===== config.mk =====
export PLATFORM = sky130hd
export DESIGN_NAME = m_tx_frame_gen_flat
export DESIGN_NICKNAME = d
export VERILOG_FILES = /design/src/rtl/m_tx_frame_gen_if.sv /design/src/rtl/m_tx_frame_gen.sv /design/src/flat_wrapper.sv
export SDC_FILE = /design/constraint.sdc
export NUM_CORES = 1
export LEC_CHECK = 0
export CORE_MARGIN = 2
export CORE_UTILIZATION = 52
export CTS_CLUSTER_SIZE = 14
export DETAILED_ROUTE_END_ITERATION = 10
export PLACE_DENSITY = 0.8
export RECOVER_POWER = 100
export SKIP_LAST_GASP = 1
export SLEW_MARGIN = 5
export SYNTH_ARGS = -nofsm -noshare
export SYNTH_HDL_FRONTEND = slang
export SYNTH_SLANG_ARGS = --single-unit
export TNS_END_PERCENT = 30

===== constraint.sdc =====
create_clock -name clk -period 2.95 [get_ports clk]
set_input_delay 0.4425 -clock clk [delete_from_list [all_inputs] [get_ports clk]]
set_output_delay 0.4425 -clock clk [all_outputs]
set_load 0.01 [all_outputs]

===== src/rtl/m_tx_frame_gen_if.sv =====
// Handshake and data bundle for the transmit frame generator.
// The generator side uses the master modport; the surrounding logic uses slave.
interface m_tx_frame_gen_if;
   logic        tx_start;
   logic [15:0] n_len;
   logic        sts_err;
   logic        sts_srv;
   logic        sts_busy;
   logic [7:0]  pl_d;
   logic        pl_rdy;
   logic        pl_ack;
   logic        ser_busy;
   logic [7:0]  q;
   logic        q_rdy;
   logic [15:0] crc;
   logic        crc_update_disable;
   logic        crc_rst;
   logic        tx_busy;
   logic        tx_frame_end;
   logic        tx_underrun;

   modport master (
      input  tx_start, n_len, sts_err, sts_srv, sts_busy, pl_d, pl_rdy, ser_busy, crc,
      output pl_ack, q, q_rdy, crc_update_disable, crc_rst, tx_busy, tx_frame_end, tx_underrun
   );

   modport slave (
      output tx_start, n_len, sts_err, sts_srv, sts_busy, pl_d, pl_rdy, ser_busy, crc,
      input  pl_ack, q, q_rdy, crc_update_disable, crc_rst, tx_busy, tx_frame_end, tx_underrun
   );
endinterface


===== src/rtl/m_tx_frame_gen.sv =====
// Frame generator: MRK, status, N (2 bytes), N payload bytes, CRC (2 bytes).
// Define TX_PL_TIMEOUT_EN to pad a starved payload slot with 8'h00 after PL_TMO cycles.
module m_tx_frame_gen #(
   parameter logic [7:0] MRK    = 8'h5A,
   parameter int         PL_TMO = 255
) (
   input  logic             clk,
   input  logic             rst,
   m_tx_frame_gen_if.master bus
);
   typedef enum logic [3:0] {
      ST_IDLE, ST_MRK, ST_STS, ST_NH, ST_NL, ST_PL, ST_CRCH, ST_CRCL, ST_END
   } state_t;

   if (PL_TMO < 1 || PL_TMO > 65535) begin : g_tmo_range
      $error("PL_TMO must be in 1..65535");
   end

   state_t      state_q, state_d, next_st;
   logic [15:0] n_q, n_d, cnt_q, cnt_d, crc_lat_q, crc_lat_d;
   logic [2:0]  sts_q, sts_d;
   logic [7:0]  q_q, q_d, byte_v;
   logic        q_rdy_q, q_rdy_d, pl_ack_q, pl_ack_d, busy_q, busy_d;
   logic        fe_q, fe_d, und_q, und_d, cud_q, cud_d, crst_q, crst_d;
   logic        emit, emit_ok;
`ifdef TX_PL_TIMEOUT_EN
   logic [15:0] tmo_q, tmo_d;
`endif

   always_comb begin
      state_d   = state_q;
      next_st   = state_q;
      n_d       = n_q;
      cnt_d     = cnt_q;
      sts_d     = sts_q;
      crc_lat_d = crc_lat_q;
      q_d       = q_q;
      q_rdy_d   = 1'b0;
      pl_ack_d  = 1'b0;
      fe_d      = 1'b0;
      und_d     = 1'b0;
      byte_v    = 8'h00;
      emit      = 1'b0;
`ifdef TX_PL_TIMEOUT_EN
      tmo_d     = '0;
`endif
      // A strobe is always followed by a gap cycle, in which the state advances.
      emit_ok = !bus.ser_busy && !q_rdy_q;

      case (state_q)
         ST_IDLE: if (bus.tx_start) begin
            state_d = ST_MRK;
            n_d     = bus.n_len;
            cnt_d   = bus.n_len;
            sts_d   = {bus.sts_busy, bus.sts_srv, bus.sts_err};
         end
         ST_MRK:  begin byte_v = MRK;              emit = emit_ok; next_st = ST_STS; end
         ST_STS:  begin byte_v = {5'b0, sts_q};    emit = emit_ok; next_st = ST_NH;  end
         ST_NH:   begin byte_v = n_q[15:8];        emit = emit_ok; next_st = ST_NL;  end
         ST_NL:   begin
            byte_v  = n_q[7:0];
            emit    = emit_ok;
            next_st = (n_q == 16'd0) ? ST_CRCH : ST_PL;
         end
         ST_PL: begin
            next_st = (cnt_q == 16'd0) ? ST_CRCH : ST_PL;
            byte_v  = bus.pl_d;
            if (emit_ok && bus.pl_rdy) begin
               emit     = 1'b1;
               pl_ack_d = 1'b1;
            end
`ifdef TX_PL_TIMEOUT_EN
            if (q_rdy_q || bus.pl_rdy) begin
               tmo_d = '0;
            end else if (({16'd0, tmo_q} + 32'd1) >= 32'(PL_TMO)) begin
               if (!bus.ser_busy) begin
                  byte_v = 8'h00;
                  emit   = 1'b1;
                  und_d  = 1'b1;
               end else begin
                  tmo_d = tmo_q;
               end
            end else begin
               tmo_d = tmo_q + 16'd1;
            end
`endif
            if (emit) cnt_d = cnt_q - 16'd1;
         end
         ST_CRCH: begin
            // The engine is frozen here, so the live value equals the one latched.
            byte_v  = bus.crc[15:8];
            emit    = emit_ok;
            next_st = ST_CRCL;
            if (emit_ok) crc_lat_d = bus.crc;
         end
         ST_CRCL: begin
            byte_v  = crc_lat_q[7:0];
            emit    = emit_ok;
            fe_d    = emit_ok;
            next_st = ST_END;
         end
         ST_END:  state_d = ST_IDLE;
         default: state_d = ST_IDLE;
      endcase

      if (q_rdy_q && state_q != ST_IDLE && state_q != ST_END) state_d = next_st;
      if (emit) begin
         q_d     = byte_v;
         q_rdy_d = 1'b1;
      end
      busy_d = (state_d != ST_IDLE);
      cud_d  = (state_d inside {ST_CRCH, ST_CRCL, ST_END});
      crst_d = (state_d == ST_END);
   end

   always_ff @(posedge clk or posedge rst) begin
      if (rst) begin
         state_q   <= ST_IDLE;
         n_q       <= '0;
         cnt_q     <= '0;
         sts_q     <= '0;
         crc_lat_q <= '0;
         q_q       <= '0;
         q_rdy_q   <= 1'b0;
         pl_ack_q  <= 1'b0;
         busy_q    <= 1'b0;
         fe_q      <= 1'b0;
         und_q     <= 1'b0;
         cud_q     <= 1'b0;
         crst_q    <= 1'b0;
`ifdef TX_PL_TIMEOUT_EN
         tmo_q     <= '0;
`endif
      end else begin
         state_q   <= state_d;
         n_q       <= n_d;
         cnt_q     <= cnt_d;
         sts_q     <= sts_d;
         crc_lat_q <= crc_lat_d;
         q_q       <= q_d;
         q_rdy_q   <= q_rdy_d;
         pl_ack_q  <= pl_ack_d;
         busy_q    <= busy_d;
         fe_q      <= fe_d;
         und_q     <= und_d;
         cud_q     <= cud_d;
         crst_q    <= crst_d;
`ifdef TX_PL_TIMEOUT_EN
         tmo_q     <= tmo_d;
`endif
      end
   end

   assign bus.q                  = q_q;
   assign bus.q_rdy              = q_rdy_q;
   assign bus.pl_ack             = pl_ack_q;
   assign bus.tx_busy            = busy_q;
   assign bus.tx_frame_end       = fe_q;
   assign bus.tx_underrun        = und_q;
   assign bus.crc_update_disable = cud_q;
   assign bus.crc_rst            = crst_q;
endmodule


===== src/flat_wrapper.sv =====
// flat-port wrapper written by rule: the top's interface ports become plain ports
module m_tx_frame_gen_flat 
#(
   parameter logic [7:0] MRK    = 8'h5A,
   parameter int         PL_TMO = 255
)
  (clk, rst, bus_tx_start, bus_n_len, bus_sts_err, bus_sts_srv, bus_sts_busy, bus_pl_d, bus_pl_rdy, bus_ser_busy, bus_crc, bus_pl_ack, bus_q, bus_q_rdy, bus_crc_update_disable, bus_crc_rst, bus_tx_busy, bus_tx_frame_end, bus_tx_underrun);
  m_tx_frame_gen_if bus_i ();
  input  logic clk;
  input  logic rst;
  input wire logic [$bits(bus_i.tx_start)-1:0] bus_tx_start;
  input wire logic [$bits(bus_i.n_len)-1:0] bus_n_len;
  input wire logic [$bits(bus_i.sts_err)-1:0] bus_sts_err;
  input wire logic [$bits(bus_i.sts_srv)-1:0] bus_sts_srv;
  input wire logic [$bits(bus_i.sts_busy)-1:0] bus_sts_busy;
  input wire logic [$bits(bus_i.pl_d)-1:0] bus_pl_d;
  input wire logic [$bits(bus_i.pl_rdy)-1:0] bus_pl_rdy;
  input wire logic [$bits(bus_i.ser_busy)-1:0] bus_ser_busy;
  input wire logic [$bits(bus_i.crc)-1:0] bus_crc;
  output wire logic [$bits(bus_i.pl_ack)-1:0] bus_pl_ack;
  output wire logic [$bits(bus_i.q)-1:0] bus_q;
  output wire logic [$bits(bus_i.q_rdy)-1:0] bus_q_rdy;
  output wire logic [$bits(bus_i.crc_update_disable)-1:0] bus_crc_update_disable;
  output wire logic [$bits(bus_i.crc_rst)-1:0] bus_crc_rst;
  output wire logic [$bits(bus_i.tx_busy)-1:0] bus_tx_busy;
  output wire logic [$bits(bus_i.tx_frame_end)-1:0] bus_tx_frame_end;
  output wire logic [$bits(bus_i.tx_underrun)-1:0] bus_tx_underrun;
  assign bus_i.tx_start = bus_tx_start;
  assign bus_i.n_len = bus_n_len;
  assign bus_i.sts_err = bus_sts_err;
  assign bus_i.sts_srv = bus_sts_srv;
  assign bus_i.sts_busy = bus_sts_busy;
  assign bus_i.pl_d = bus_pl_d;
  assign bus_i.pl_rdy = bus_pl_rdy;
  assign bus_i.ser_busy = bus_ser_busy;
  assign bus_i.crc = bus_crc;
  assign bus_pl_ack = bus_i.pl_ack;
  assign bus_q = bus_i.q;
  assign bus_q_rdy = bus_i.q_rdy;
  assign bus_crc_update_disable = bus_i.crc_update_disable;
  assign bus_crc_rst = bus_i.crc_rst;
  assign bus_tx_busy = bus_i.tx_busy;
  assign bus_tx_frame_end = bus_i.tx_frame_end;
  assign bus_tx_underrun = bus_i.tx_underrun;
  m_tx_frame_gen #(.MRK(MRK), .PL_TMO(PL_TMO)) u_core (.clk(clk), .rst(rst), .bus(bus_i));
endmodule

### Word level (Yosys, flattened, before mapping)

Cells that the tools add are included.

* register bits after elaboration: 61
* input bits: 48
* output and inout port bits: 15
* word-level logic and storage cells: 60

* $add $sub $neg: 1
* equal/unequal tests: 13
* mux-type cells: 16
* reductions and logical operators: 18

Operators by type and width (count)
* one-hot mux 8 bit (7 select lines): 1
* logical NOT 16 bit: 2
* 2-to-1 mux 16 bit: 2
* one-hot mux 16 bit (2 select lines): 1
* one-hot mux 4 bit (7 select lines): 1
* equality test 4 x 3 -> 1 bit (second input constant): 6
* subtractor 16 x 1 -> 16 bit (second input constant): 1
* equality test 4 x 2 -> 1 bit (second input constant): 2
* 2-to-1 mux 4 bit: 2
* one-hot mux 4 bit (2 select lines): 1
* nonzero test 4 bit: 2
* OR reduction 7 bit: 1
* OR reduction 6 bit: 1
* 2-to-1 mux 1 bit: 5
* equality test 4 x 1 -> 1 bit (second input constant): 1
* equality test 4 bit (second input constant): 1
* logical AND 1 bit: 4
* logical NOT 4 bit: 1
* 2-to-1 mux 2 bit: 2
* != test 4 bit (second input constant): 1
* AND reduction 2 bit: 2
* AND reduction 3 bit: 1
* nonzero test 3 bit: 1
* logical NOT 1 bit: 2
* 4 further kinds: 4

### Longest topological paths before layout

Gate-level depths: netlist of the first run.

* depth after elaboration: 7
* mapped depth: 8

### Least setup slack after synthesis of the first run

OpenSTA, ideal clock, no wires.

* kind: reg2reg
* start point: register u_core.cnt_q[0]
* end point: register u_core.cud_q, in the netlist u_core.bus.crc_update_disable
* arrival: 2.376 ns
* path slack: 0.475 ns
* stages on the path, launching flop included: 8
* path buffers: 1
* path through: dfrtp_1 -> inv_1 -> ha_1 -> or4b_1 -> buf_2 -> or4_4 -> or4_4 -> a311oi_1

* word-level cells in the longest chain between the ends: 6
* elaborated cells between the ends (all ways): 8
* those cells by class: 3 x eq/ne; 3 x mux; 2 x reduce/logical

Ends and longest elaborated chain
* start, declared: line m_tx_frame_gen.sv:20 `logic [15:0] n_q, n_d, cnt_q, cnt_d, crc_lat_q, crc_lat_d;`
* start signal, assigned: line m_tx_frame_gen.sv:137 `cnt_q <= cnt_d;`
* logical NOT 16 bit *: line m_tx_frame_gen.sv:66 `next_st = (cnt_q == 16'd0) ? ST_CRCH : ST_PL;`
* 2-to-1 mux 2 bit *: line m_tx_frame_gen.sv:66
* one-hot mux 4 bit (7 select lines) *: line m_tx_frame_gen.sv:50 `case (state_q)`
* 2-to-1 mux 4 bit *: line m_tx_frame_gen.sv:106 `if (q_rdy_q && state_q != ST_IDLE && state_q != ST_END) state_d = next_st;`
* equality test 4 x 3 -> 1 bit / equality test 4 bit (equally long branches): line m_tx_frame_gen.sv:112 `cud_d = (state_d inside {ST_CRCH, ST_CRCL, ST_END});`
* nonzero test 3 bit *: line m_tx_frame_gen.sv:112
* net u_core.cud_d: line m_tx_frame_gen.sv:24 `logic fe_q, fe_d, und_q, und_d, cud_q, cud_d, crst_q, crst_d;`
* end signal, assigned: line m_tx_frame_gen.sv:146 `cud_q <= cud_d;`
* end, declared: line m_tx_frame_gen.sv:24

The timed path passes the listed nets; every way through them passes the cells marked *.
A chain may end at the register's enable or synchronous reset.

### Final worst setup path of the first run

Same ends and word-level chain as after synthesis.

==> results.toml, run 1 <==
[outcome]
outcome = "finished clean"

[logic_synthesis]
synth-edff-count = 0
syn-num-nets = 411
syn_area_um2 = 3320
synth_cell_type_count = 52
yosysWarnings = 0
ys_async_sr_fraction_pct = 100
synthCells = 362
ys_seq_area_share_pct = 46.0
ys_ff_latch = 61
syn_avg_cell_area_um2 = 9.17
synth_ff_type = "dfrtp_1"

[cts]
ctsLongestPathBuffers = 2
htreeDepth = 3
cts_resized = 0
root_buffer = "clkbuf_8"
postCtsSetupRepairBufs = 0
clock-sinks = 61
cts_tree = "built"
clkSlewWorstSetupHoldPaths_ns = 0.07
clock_latency_ns = 0.35
numCtsBuffers = 9
cts_hold_buf = 0

[worst_setup_path]
critPathMaxStageDelay_ns = 0.57
rrSetupSlack_ns = 0.25
critPathSlowestCell = "or4_1"
ff2ff_path_depth = 6
cp-end-kind = "flip-flop"
crit_type = "flip-flop to flip-flop"
timing.rr.end = "u_core.bus.crc_update_disable"
cp_common_cell = "or4_1"
cp-start-kind = "flip-flop"
path_cells = "inv_1 > ha_1 > or4b_1 > or4_1 > or4_1 > a311oi_1"
critPathTopFamily = "simple AND/OR/NAND/NOR gates"
required_ns = 3.20
cp.arrival_ns = 2.95
crit-reg2reg-launch = "u_core.cnt_q[0]"
path_buf_inv = 1
cp_max_fo = 7

[run]
cap_viol_max_count = 0

[sta]
final_max_slew_viol_count = 0
post-route-period-util_pct = 91.5
clock_skew_ns = 0.00865
clock.fmax_mhz = 370
finalCriticalPeriod_ns = 2.70
max-slew-margin-rel_pct = 1.44
worst_slack_ns = 0.249
hold_violations = 0
setup_violations = 0
grt_setup_unrepaired = "no"
tightest_slew_ns = 1.48
fin_tns_setup_ns = 0

[global_routing]
antenna_found_initial = 0
grt_max_degree = 62
grt_pass1_vias = 2921
grt_pass1_wl_um = 14500
grtUsageTotal_pct = 26.4
grt-ovfl-total = 0

[drt]
post_drt_via_cell_ratio = 6.16
drt_pass1_iterations = 5
via_count = 3066
drc = 0
routedWlPerCell_um = 17.9
wirelength_um = 8910
drtIter0Drc = 290
ant_nets = 0

[die]
core_area_um2 = 6280
io_pins = 63
die_h_um = 83.9
dieWidth_um = 83.9
rows = 29
die_area_um2 = 7040
start_util_pct = 52.9

[power]
p_sw_uw = 1590
p_int_uw = 2510
power_per_cell_area_nw_per_um2 = 979
pwr-share-comb_pct = 39.7
leakage_uw = 0.00182
clock_power_share_pct = 20.9
p_seq_share_pct = 39.4
ir_worst_vdd_v = 0.000609
p_sw_share_pct = 38.8

[final_layout]
final_cell_mix = "nand2_1 (75), dfrtp_1 (61), clkdlybuf4s50_1 (46)"
syn_to_final_growth_pct = 26.2
fin_nets = 465
drive_above_1_share_pct = 10.7
fillCellCount = 509
mostFrequentLayoutCell = "nand2_1"
antenna_cells = 0

[worst_hold_path]
min_path_type = "flip-flop to flip-flop"
holdPathEnd = "u_core.sts_q[2]"
holdCritStartpoint = "u_core.sts_q[2]"
min_path_cells = 2

[placed_design]
pre_cts_ws_ns = 0.324
port_buffers = 61
gp_congestion = 0.818
dp_hpwl_um = 6280
synth_stat cells (3+ instances only):
cell type | number | area (um2)
a21oi_1 | 18 | 90.1
a22oi_1 | 12 | 90.1
and3b_1 | 4 | 35.0
dfrtp_1 | 61 | 1530
clkbuf_1 | 24 | 90.1
o21ai_0 | 15 | 75.1
o211ai_1 | 6 | 45.0
nor2_1 | 17 | 63.8
inv_1 | 7 | 26.3
nand2_1 | 75 | 282
o311ai_0 | 4 | 35.0
nand3_1 | 10 | 50.1
o22ai_1 | 4 | 25.0
o22a_1 | 3 | 26.3
a32oi_1 | 4 | 35.0
and2_1 | 3 | 18.8
nor2b_1 | 5 | 31.3
nand3b_1 | 3 | 22.5
mux2_2 | 17 | 191
nor3_1 | 4 | 20.0
nand2b_1 | 7 | 43.8
nand4_1 | 4 | 25.0
or4_1 | 4 | 30.0
nor4_1 | 8 | 50.1
or2_2 | 4 | 25.0
flip-flops by register name (all words and copies together) (netlist names), 3 cells and up:
| register | flops |
|---|---|
| u_core.bus.q | 8 |
| u_core.state_q | 4 |
| u_core.n_q | 16 |
| u_core.sts_q | 3 |
| u_core.cnt_q | 16 |
| u_core.crc_lat_q | 8 |
logic make-up after synthesis:
group           synth area share, %
simple gates                   24.9
compound gates                 16.9
flops                          46.0
buf+inv                        3.99
mux                            7.72
fa+ha+maj                     0.377
other cells                   0.113
worst register-to-register path: stages (launching register included):
cell and delay [ns]:
dfrtp_1 0.41, inv_1 0.07, ha_1 0.17, or4b_1 0.56
or4_1 0.57, or4_1 0.52, a311oi_1 0.29
stage by stage:
step           cells  power, uW  area (um2)  util, %  hold WS, ns
3_3_place_gp     482       3210        4000     63.8        0.467
5_1_grt          498       4370        4190     66.8        0.522
4_1_cts          498       4150        4230     67.4        0.499
2_1_floorplan    362       2690        3320        -        0.438
3_5_place_dp     482       3290        4000     63.8        0.481
6_report         498       4100        4190     66.8        0.497
routing by layer:
metal	up-vias	routed length, um	track usage [%]
met3	20	493	6.03
li1	1429	-	-
met1	1498	3760	34.3
met2	119	4450	42.4
met5	-	0	0
met4	0	199	11.1
how the worst max path moves through the flow:
stage	to	startpoint	depth (start not counted)	slack (ns)
final	u_core.bus.crc_update_disable	u_core.cnt_q[0]	6	0.25
after global routing	u_core.bus.crc_update_disable	u_core.cnt_q[0]	6	0.14
after CTS	u_core.bus.crc_update_disable	u_core.cnt_q[0]	6	0.32
after detailed placement	u_core.bus.crc_update_disable	u_core.cnt_q[0]	6	0.32
after global placement	u_core.bus.crc_update_disable	u_core.cnt_q[0]	6	0.41
after floorplan	u_core.bus.crc_update_disable	u_core.cnt_q[0]	7	0.47
layout make-up:
type	instances	area (um2)	area share, %
multi-input cells	267	1650	39.3
well taps	77	96.3	2.30
clock buffers	12	155	3.70
repair buffers	70	669	16.0
flip-flops and latches	61	1530	36.4
clock inverters	4	70.1	1.67
inverters	7	26.3	0.627
power by group through the flow:
stage	Sequential (uW)	Combinational [uW]	Clock, uW
after floorplan	1460	1230	0
after global placement	1610	1600	0
after detailed placement	1630	1660	0
after CTS	1620	1670	865
after global routing	1670	1800	902
final	1620	1630	857
No activity file was read; power rests on OpenSTA's default activity.
==> run 2: changes to the inputs <==
Settings changed: SKIP_LAST_GASP 1 to default.
==> results of run 2 <==
Final layout, timing and power as in run 1 (identical DEF).
